==> src/rtl/vga_params.sv <==
// Shared 640x480@60 raster constants and the RGB332 pixel layout.
// The renderer imports the same colour field definitions.
package vga_params;

  localparam int VGA_H_ACTIVE = 640;
  localparam int VGA_H_FP     = 16;
  localparam int VGA_H_SYNC   = 96;
  localparam int VGA_H_BP     = 48;
  localparam int VGA_V_ACTIVE = 480;
  localparam int VGA_V_FP     = 10;
  localparam int VGA_V_SYNC   = 2;
  localparam int VGA_V_BP     = 33;

  localparam int VGA_H_TOTAL = VGA_H_ACTIVE + VGA_H_FP + VGA_H_SYNC + VGA_H_BP;
  localparam int VGA_V_TOTAL = VGA_V_ACTIVE + VGA_V_FP + VGA_V_SYNC + VGA_V_BP;

  localparam int CNT_W = 10;

  localparam int RED_W     = 3;
  localparam int GREEN_W   = 3;
  localparam int BLUE_W    = 2;
  localparam int RED_LSB   = 5;
  localparam int GREEN_LSB = 2;
  localparam int BLUE_LSB  = 0;

  typedef struct packed {
    logic [RED_W-1:0]   red;
    logic [GREEN_W-1:0] green;
    logic [BLUE_W-1:0]  blue;
  } rgb332_t;

  // True while count lies in [start, start+width-1]; 11-bit sum avoids wrap at 1024.
  function automatic logic in_window(input logic [CNT_W-1:0] count,
                                     input logic [CNT_W-1:0] start,
                                     input logic [CNT_W-1:0] width);
    return ({1'b0, count} >= {1'b0, start}) &&
           ({1'b0, count} < ({1'b0, start} + {1'b0, width}));
  endfunction

endpackage

==> src/rtl/vga_timing_if.sv <==
// Pixel-side and pin-side signals of the VGA timing block.
// master = timing generator, slave = renderer / board pins.
interface vga_timing_if;
  import vga_params::*;

  logic [7:0]         color_in;
  logic               pix_ce;
  logic [CNT_W-1:0]   hcount;
  logic [CNT_W-1:0]   vcount;
  logic               active;
  logic               frame_start;
  logic [RED_W-1:0]   vgaRed;
  logic [GREEN_W-1:0] vgaGreen;
  logic [BLUE_W-1:0]  vgaBlue;
  logic               Hsync;
  logic               Vsync;

  modport master (
    input  color_in,
    output pix_ce, hcount, vcount, active, frame_start,
    output vgaRed, vgaGreen, vgaBlue, Hsync, Vsync
  );

  modport slave (
    output color_in,
    input  pix_ce, hcount, vcount, active, frame_start,
    input  vgaRed, vgaGreen, vgaBlue, Hsync, Vsync
  );
endinterface

==> src/rtl/pixel_ce_gen.sv <==
// System-clock divider that emits a one-clock pixel strobe every CLK_DIV clocks.
// With CLK_DIV=1 the terminal count is 0, so the strobe is constantly high.
module pixel_ce_gen #(
  parameter int CLK_DIV = 4
) (
  input  logic clk,
  input  logic rst_n,
  output logic o_pix_ce
);

  localparam int                DIV_W    = (CLK_DIV > 1) ? $clog2(CLK_DIV) : 1;
  localparam logic [DIV_W-1:0]  DIV_LAST = DIV_W'(CLK_DIV - 1);

  logic [DIV_W-1:0] r_div;

  // Divider counts 0..CLK_DIV-1 and wraps.
  always_ff @(posedge clk or negedge rst_n) begin
    if (!rst_n) begin
      r_div <= '0;
    end else if (r_div == DIV_LAST) begin
      r_div <= '0;
    end else begin
      r_div <= r_div + DIV_W'(1);
    end
  end

  assign o_pix_ce = (r_div == DIV_LAST);

endmodule

==> src/rtl/vga_timing.sv <==
// VGA raster timing: pixel counters, sync decode and the pin output register.
// Colour and sync are registered on the same strobe so they stay aligned at the connector.
module vga_timing
  import vga_params::*;
#(
  parameter int CLK_DIV  = 4,
  parameter int H_ACTIVE = VGA_H_ACTIVE,
  parameter int H_FP     = VGA_H_FP,
  parameter int H_SYNC   = VGA_H_SYNC,
  parameter int H_BP     = VGA_H_BP,
  parameter int V_ACTIVE = VGA_V_ACTIVE,
  parameter int V_FP     = VGA_V_FP,
  parameter int V_SYNC   = VGA_V_SYNC,
  parameter int V_BP     = VGA_V_BP
) (
  input  logic         clk,
  input  logic         rst_n,
  vga_timing_if.master bus
);

  localparam int H_TOTAL = H_ACTIVE + H_FP + H_SYNC + H_BP;
  localparam int V_TOTAL = V_ACTIVE + V_FP + V_SYNC + V_BP;

  localparam logic [CNT_W-1:0] H_LAST   = CNT_W'(H_TOTAL - 1);
  localparam logic [CNT_W-1:0] V_LAST   = CNT_W'(V_TOTAL - 1);
  localparam logic [CNT_W-1:0] H_ACT    = CNT_W'(H_ACTIVE);
  localparam logic [CNT_W-1:0] V_ACT    = CNT_W'(V_ACTIVE);
  localparam logic [CNT_W-1:0] HS_START = CNT_W'(H_ACTIVE + H_FP);
  localparam logic [CNT_W-1:0] HS_WIDTH = CNT_W'(H_SYNC);
  localparam logic [CNT_W-1:0] VS_START = CNT_W'(V_ACTIVE + V_FP);
  localparam logic [CNT_W-1:0] VS_WIDTH = CNT_W'(V_SYNC);

  logic             w_pix_ce;
  logic [CNT_W-1:0] w_h_next;
  logic [CNT_W-1:0] w_v_next;
  logic [CNT_W-1:0] r_hcount;
  logic [CNT_W-1:0] r_vcount;
  logic             r_active;
  rgb332_t          r_rgb;
  logic             r_hsync;
  logic             r_vsync;

  pixel_ce_gen #(.CLK_DIV(CLK_DIV)) u_ce (
    .clk      (clk),
    .rst_n    (rst_n),
    .o_pix_ce (w_pix_ce)
  );

  // Next raster position; feeds both the counters and the registered active flag.
  always_comb begin
    w_h_next = r_hcount;
    w_v_next = r_vcount;
    if (r_hcount == H_LAST) begin
      w_h_next = '0;
      if (r_vcount == V_LAST) begin
        w_v_next = '0;
      end else begin
        w_v_next = r_vcount + CNT_W'(1);
      end
    end else begin
      w_h_next = r_hcount + CNT_W'(1);
    end
  end

  // Raster counters and active flag, advancing once per pixel period.
  always_ff @(posedge clk or negedge rst_n) begin
    if (!rst_n) begin
      r_hcount <= '0;
      r_vcount <= '0;
      r_active <= 1'b1;
    end else if (w_pix_ce) begin
      r_hcount <= w_h_next;
      r_vcount <= w_v_next;
      r_active <= (w_h_next < H_ACT) && (w_v_next < V_ACT);
    end
  end

  // Pin register: colour (blanked outside the visible area) and active-low syncs.
  always_ff @(posedge clk or negedge rst_n) begin
    if (!rst_n) begin
      r_rgb   <= '0;
      r_hsync <= 1'b1;
      r_vsync <= 1'b1;
    end else if (w_pix_ce) begin
      r_rgb   <= r_active ? rgb332_t'(bus.color_in) : rgb332_t'(8'h00);
      r_hsync <= ~in_window(r_hcount, HS_START, HS_WIDTH);
      r_vsync <= ~in_window(r_vcount, VS_START, VS_WIDTH);
    end
  end

  assign bus.pix_ce      = w_pix_ce;
  assign bus.hcount      = r_hcount;
  assign bus.vcount      = r_vcount;
  assign bus.active      = r_active;
  assign bus.frame_start = w_pix_ce && (r_hcount == '0) && (r_vcount == '0);
  assign bus.vgaRed      = r_rgb.red;
  assign bus.vgaGreen    = r_rgb.green;
  assign bus.vgaBlue     = r_rgb.blue;
  assign bus.Hsync       = r_hsync;
  assign bus.Vsync       = r_vsync;

endmodule

==> src/flat_wrapper.sv <==
// flat-port wrapper written by rule: the top's interface ports become plain ports
module vga_timing_flat import vga_params::*;
#(
  parameter int CLK_DIV  = 4,
  parameter int H_ACTIVE = VGA_H_ACTIVE,
  parameter int H_FP     = VGA_H_FP,
  parameter int H_SYNC   = VGA_H_SYNC,
  parameter int H_BP     = VGA_H_BP,
  parameter int V_ACTIVE = VGA_V_ACTIVE,
  parameter int V_FP     = VGA_V_FP,
  parameter int V_SYNC   = VGA_V_SYNC,
  parameter int V_BP     = VGA_V_BP
)
  (clk, rst_n, bus_color_in, bus_pix_ce, bus_hcount, bus_vcount, bus_active, bus_frame_start, bus_vgaRed, bus_vgaGreen, bus_vgaBlue, bus_Hsync, bus_Vsync);
  vga_timing_if bus_i ();
  input  logic clk;
  input  logic rst_n;
  input wire logic [$bits(bus_i.color_in)-1:0] bus_color_in;
  output wire logic [$bits(bus_i.pix_ce)-1:0] bus_pix_ce;
  output wire logic [$bits(bus_i.hcount)-1:0] bus_hcount;
  output wire logic [$bits(bus_i.vcount)-1:0] bus_vcount;
  output wire logic [$bits(bus_i.active)-1:0] bus_active;
  output wire logic [$bits(bus_i.frame_start)-1:0] bus_frame_start;
  output wire logic [$bits(bus_i.vgaRed)-1:0] bus_vgaRed;
  output wire logic [$bits(bus_i.vgaGreen)-1:0] bus_vgaGreen;
  output wire logic [$bits(bus_i.vgaBlue)-1:0] bus_vgaBlue;
  output wire logic [$bits(bus_i.Hsync)-1:0] bus_Hsync;
  output wire logic [$bits(bus_i.Vsync)-1:0] bus_Vsync;
  assign bus_i.color_in = bus_color_in;
  assign bus_pix_ce = bus_i.pix_ce;
  assign bus_hcount = bus_i.hcount;
  assign bus_vcount = bus_i.vcount;
  assign bus_active = bus_i.active;
  assign bus_frame_start = bus_i.frame_start;
  assign bus_vgaRed = bus_i.vgaRed;
  assign bus_vgaGreen = bus_i.vgaGreen;
  assign bus_vgaBlue = bus_i.vgaBlue;
  assign bus_Hsync = bus_i.Hsync;
  assign bus_Vsync = bus_i.Vsync;
  vga_timing #(.CLK_DIV(CLK_DIV), .H_ACTIVE(H_ACTIVE), .H_FP(H_FP), .H_SYNC(H_SYNC), .H_BP(H_BP), .V_ACTIVE(V_ACTIVE), .V_FP(V_FP), .V_SYNC(V_SYNC), .V_BP(V_BP)) u_core (.clk(clk), .rst_n(rst_n), .bus(bus_i));
endmodule
==> config.mk <==
export PLATFORM = sky130hd
export DESIGN_NAME = vga_timing_flat
export DESIGN_NICKNAME = d
export VERILOG_FILES = /design/src/rtl/vga_params.sv /design/src/rtl/vga_timing_if.sv /design/src/rtl/pixel_ce_gen.sv /design/src/rtl/vga_timing.sv /design/src/flat_wrapper.sv
export SDC_FILE = /design/constraint.sdc
export NUM_CORES = 1
export LEC_CHECK = 0
export ABC_CLOCK_PERIOD_IN_PS = 2800
export CAP_MARGIN = 30
export CORE_MARGIN = 3
export CORE_UTILIZATION = 35
export DETAILED_ROUTE_END_ITERATION = 8
export SYNTH_ARGS = -nofsm -noshare
export SYNTH_HDL_FRONTEND = slang
export SYNTH_SLANG_ARGS = --single-unit
==> constraint.sdc <==
create_clock -name clk -period 2.8 [get_ports clk]
set_input_delay 0.84 -clock clk [delete_from_list [all_inputs] [get_ports clk]]
set_output_delay 0.84 -clock clk [all_outputs]
set_load 0.03 [all_outputs]
==> results.txt <==
fin cells - 320
global-route wire length before repair - 7872 um
final setup fails - 0
CORE AREA - 5205 um^2
routing usage on met3 - 4.036%
switching power - 0.2237 mW
post-synthesis simple-gate area fraction - 25.60%
Flop pwr share - 48.7%
post-synthesis cell count - 204
WP data arrival - 1.77 ns
Pre-antenna DRT Iters - 4
GRT Overall Usage - 15.70%
final net count - 264
EDFF count, synth - 0
Synth Flop Type - dfrtp_1
Post-synth ARST share - 100.0%
Critical Path Source - u_core.bus.vcount[1]$_DFFE_PN0P_
fmax - 383.7 MHz
FP Rows - 26
vias in the first global route - 1586
# clock sinks - 33
htree depth - 2
adder-cell share of the synthesized area - 3.240%
final worst slack - 0.1939 ns
Yosys cell types - 52
Max clock buf depth - 2
Die W - 80.27 um
Synth Area in Compound Gates - 16.01%
Tcrit/Tclk final - 93.07%
total CTS buffers - 5
CTS Root Cell - clkbuf_8
startpoint of the worst hold path - u_core.u_ce.r_div[0]$_DFF_PN0_
GRT met1 Usage - 22.78%
Starting Density - 37.09%
Reg-to-Reg End - u_core.bus.vcount[8]$_DFFE_PN0P_
crit end category - primary output
CTS tree - yes
Final GP Congestion - 0.8003
synth warn - 0
area of the die - 6443 um^2
die height - 80.27 um
Combinational Power Share - 5.1%
startpoint types - flip-flop
Syn-to-layout area delta - 30.01%
R2R Setup Slk - 0.79 ns
XOR/XNOR share of the synthesized area - 2.722%
Post-DP Area - 2389 um^2
design area - 2510 um^2
area of the multi-input gates - 930.9 um^2
maxcap violations - 0
LEAKAGE - 1.057 nW
vias per cell - 5.181
GR Util met2 - 22.27%
io pins - 43
Ant. Diodes - 0
Critical Path RT - 1.96 ns
RSZ-0062 raised after global routing - false
largest family of logic cells by synthesized area - simple AND/OR/NAND/NOR gates
reg-to-reg startpoint - u_core.bus.hcount[0]$_DFFE_PN0P_
P_int - 0.7721 mW
Routed Antenna Nets - 0
Max FO, Critical Path - 3
Post-Route WL - 4739 um
clock power share - 46.2%
total grt overflow - 0
Avg WL per Cell - 14.81 um
DP Worst Slack - 0.3086 ns
Slew @ Worst Pin - 0.4096 ns
sequential-to-total area share from yosys stat - 42.97%
syn avg cell area - 9.464 um^2
Mapped Nets - 219
Critical Path End - bus_frame_start
reg2reg path depth - 6
via count - 1658
outcome - complete, no violations
Final min period - 2.606 ns
Post-CTS Setup Bufs - 0
sw frac - 22.47%
IR drop worst, VDD - 0.1666 mV
dpl hpwl - 3338 um
initial antenna violation count - 0
placed cells - 312
setup_tns - 0 ns
GRT busiest layer - met1
pwr dens - 396.8 nW/um^2
#FFs+latches synth - 33
Hold Crit Class - flip-flop to flip-flop
Hold Fails Final Rpt - 0
Post-Syn Area - 1931 um^2
post-route clock skew - 0.006441 ns
Finished Core Util - 48.22%
critical path class - flip-flop to primary output
layout cells sized above 1 - 14.40%
Worst-path clk slew - 0.08 ns
relative slew slack - 72.70%
residual DRC count - 0
initial DRC count - 105
Slew Limit Fails - 0
largest net degree at the start of global routing - 39
I/O Buffers - 42
layout filler cell count - 527
Reg area - 829.5 um^2
clock latency on the worst-skew pair - 0.29 ns
mux share of post-synthesis cell area - 0%
[sequential cells by signal (all words and copies together) (netlist names)]
register,flops
u_core.u_ce.r_div,2
u_core.bus.hcount,10
u_core.bus.Vsync,1
u_core.bus.vcount,10
u_core.bus.vgaBlue,2
u_core.bus.Hsync,1
u_core.bus.vgaGreen,3
u_core.bus.vgaRed,3
u_core.bus.active,1
[through the flow]
stage          hold slack, ns  power (mW)
4_1_cts                0.4481       1.006
5_1_grt                0.4784       1.030
2_1_floorplan          0.4031      0.5103
3_5_place_dp           0.4362      0.5465
6_report               0.4416      0.9959
3_3_place_gp           0.4197      0.5462
[worst min path at each step]
| stage | to | slack [ns] | cells after the start |
|---|---|---|---|
| after floorplan | u_core.u_ce.r_div[0]$_DFF_PN0_ | 0.40 | 1 |
| after global placement | u_core.u_ce.r_div[0]$_DFF_PN0_ | 0.42 | 1 |
| after detailed placement | u_core.u_ce.r_div[0]$_DFF_PN0_ | 0.44 | 1 |
| after CTS | u_core.u_ce.r_div[0]$_DFF_PN0_ | 0.45 | 1 |
| after global routing | u_core.u_ce.r_div[0]$_DFF_PN0_ | 0.48 | 1 |
| final | u_core.u_ce.r_div[0]$_DFF_PN0_ | 0.44 | 1 |
[per-layer routing]
layer	up-vias	share of wire [%]	wire, um
met5	-	0	0
met4	0	1.5	70
met3	7	5.4	256
met2	42	43	2060
met1	786	50	2353
li1	823	-	-
[worst max-delay path, stage by stage (launching register included)]
cell,delay [ns]
dfrtp_1,0.38
inv_1,0.06
ha_1,0.13
nor4b_2,0.26
nand2_1,0.12
nor4_2,0.32
buf_4,0.21
[layout by cell type (no fill, tap or decap), types with 2 or more instances in the layout]
cell             synthesis  final
nand4_1                  8      8
clkbuf_8                 4      5
dfrtp_1                 30     30
inv_1                   13     13
xor2_1                   3      3
o21ai_0                 26     26
nor4_1                   4      3
buf_4                    3     13
dfstp_2                  3      3
clkdlybuf4s50_1          0     40
xnor2_1                  3      3
nor2_1                   8      8
nor3_1                   3      3
a21oi_1                  4      4
o31ai_1                  5      5
a32oi_1                  2      2
nor4_2                   1      2
and3_1                   3      3
nor2b_1                  2      2
a21o_1                   2      2
nand2b_1                 3      3
a31oi_1                  2      2
nand3_1                 19     19
nand2_1                 16     16
ha_1                     5      5
[cells in the mapped netlist, types with 2 or more instances]
master    number  area share (%)
dfrtp_1       30              39
dfstp_2        3             4.1
a31oi_1        2            0.65
a21oi_1        4             1.0
ha_1           5             3.2
nand4_1        8             2.6
and3_1         3            0.97
a32oi_1        2            0.91
clkbuf_8       4             2.9
buf_2          2            0.52
xnor2_1        3             1.4
nor4_1         4             1.3
buf_4          3             1.2
nand3_1       19             4.9
nand2_1       16             3.1
clkbuf_1       2            0.39
buf_6          3             1.7
nor3_1         3            0.78
o31ai_1        5             1.9
xor2_1         3             1.4
a21o_1         2            0.78
inv_1         13             2.5
nor2b_1        2            0.65
nor2_1         8             1.6
nand2b_1       3            0.97
o21ai_0       26             6.7
[cell type report]
cell class	instances	area share, %
clock buffers	5	2.742
clock inverters	3	1.844
inverters	13	1.944
multi-input cells	143	37.09
flip-flops and latches	33	33.05
well taps	70	3.490
repair buffers	53	19.84
[power by group through the flow]
stage	logic (mW)	registers (mW)	clock network (mW)
finish	0.0509	0.485	0.460
detailed placement	0.0521	0.494	0
global route	0.0555	0.486	0.489
CTS	0.0525	0.485	0.468
global placement	0.0520	0.494	0
floorplan	0.00368	0.507	0
[cells by family after synthesis]
family | Yosys count
XOR/XNOR | 6
buffers and inverters | 28
adder cells (fa/ha/maj) | 5
AND/OR/NAND/NOR | 82
AO/OA/AOI/OAI | 50
flip-flops | 33
[timing repair]
action	in CTS	in global routing
endpoints found under the hold margin	0	0
hold buffers	0	0
gates resized for setup	1	0
setup endpoints to repair	1	0
(Power assumes the default switching activity.)
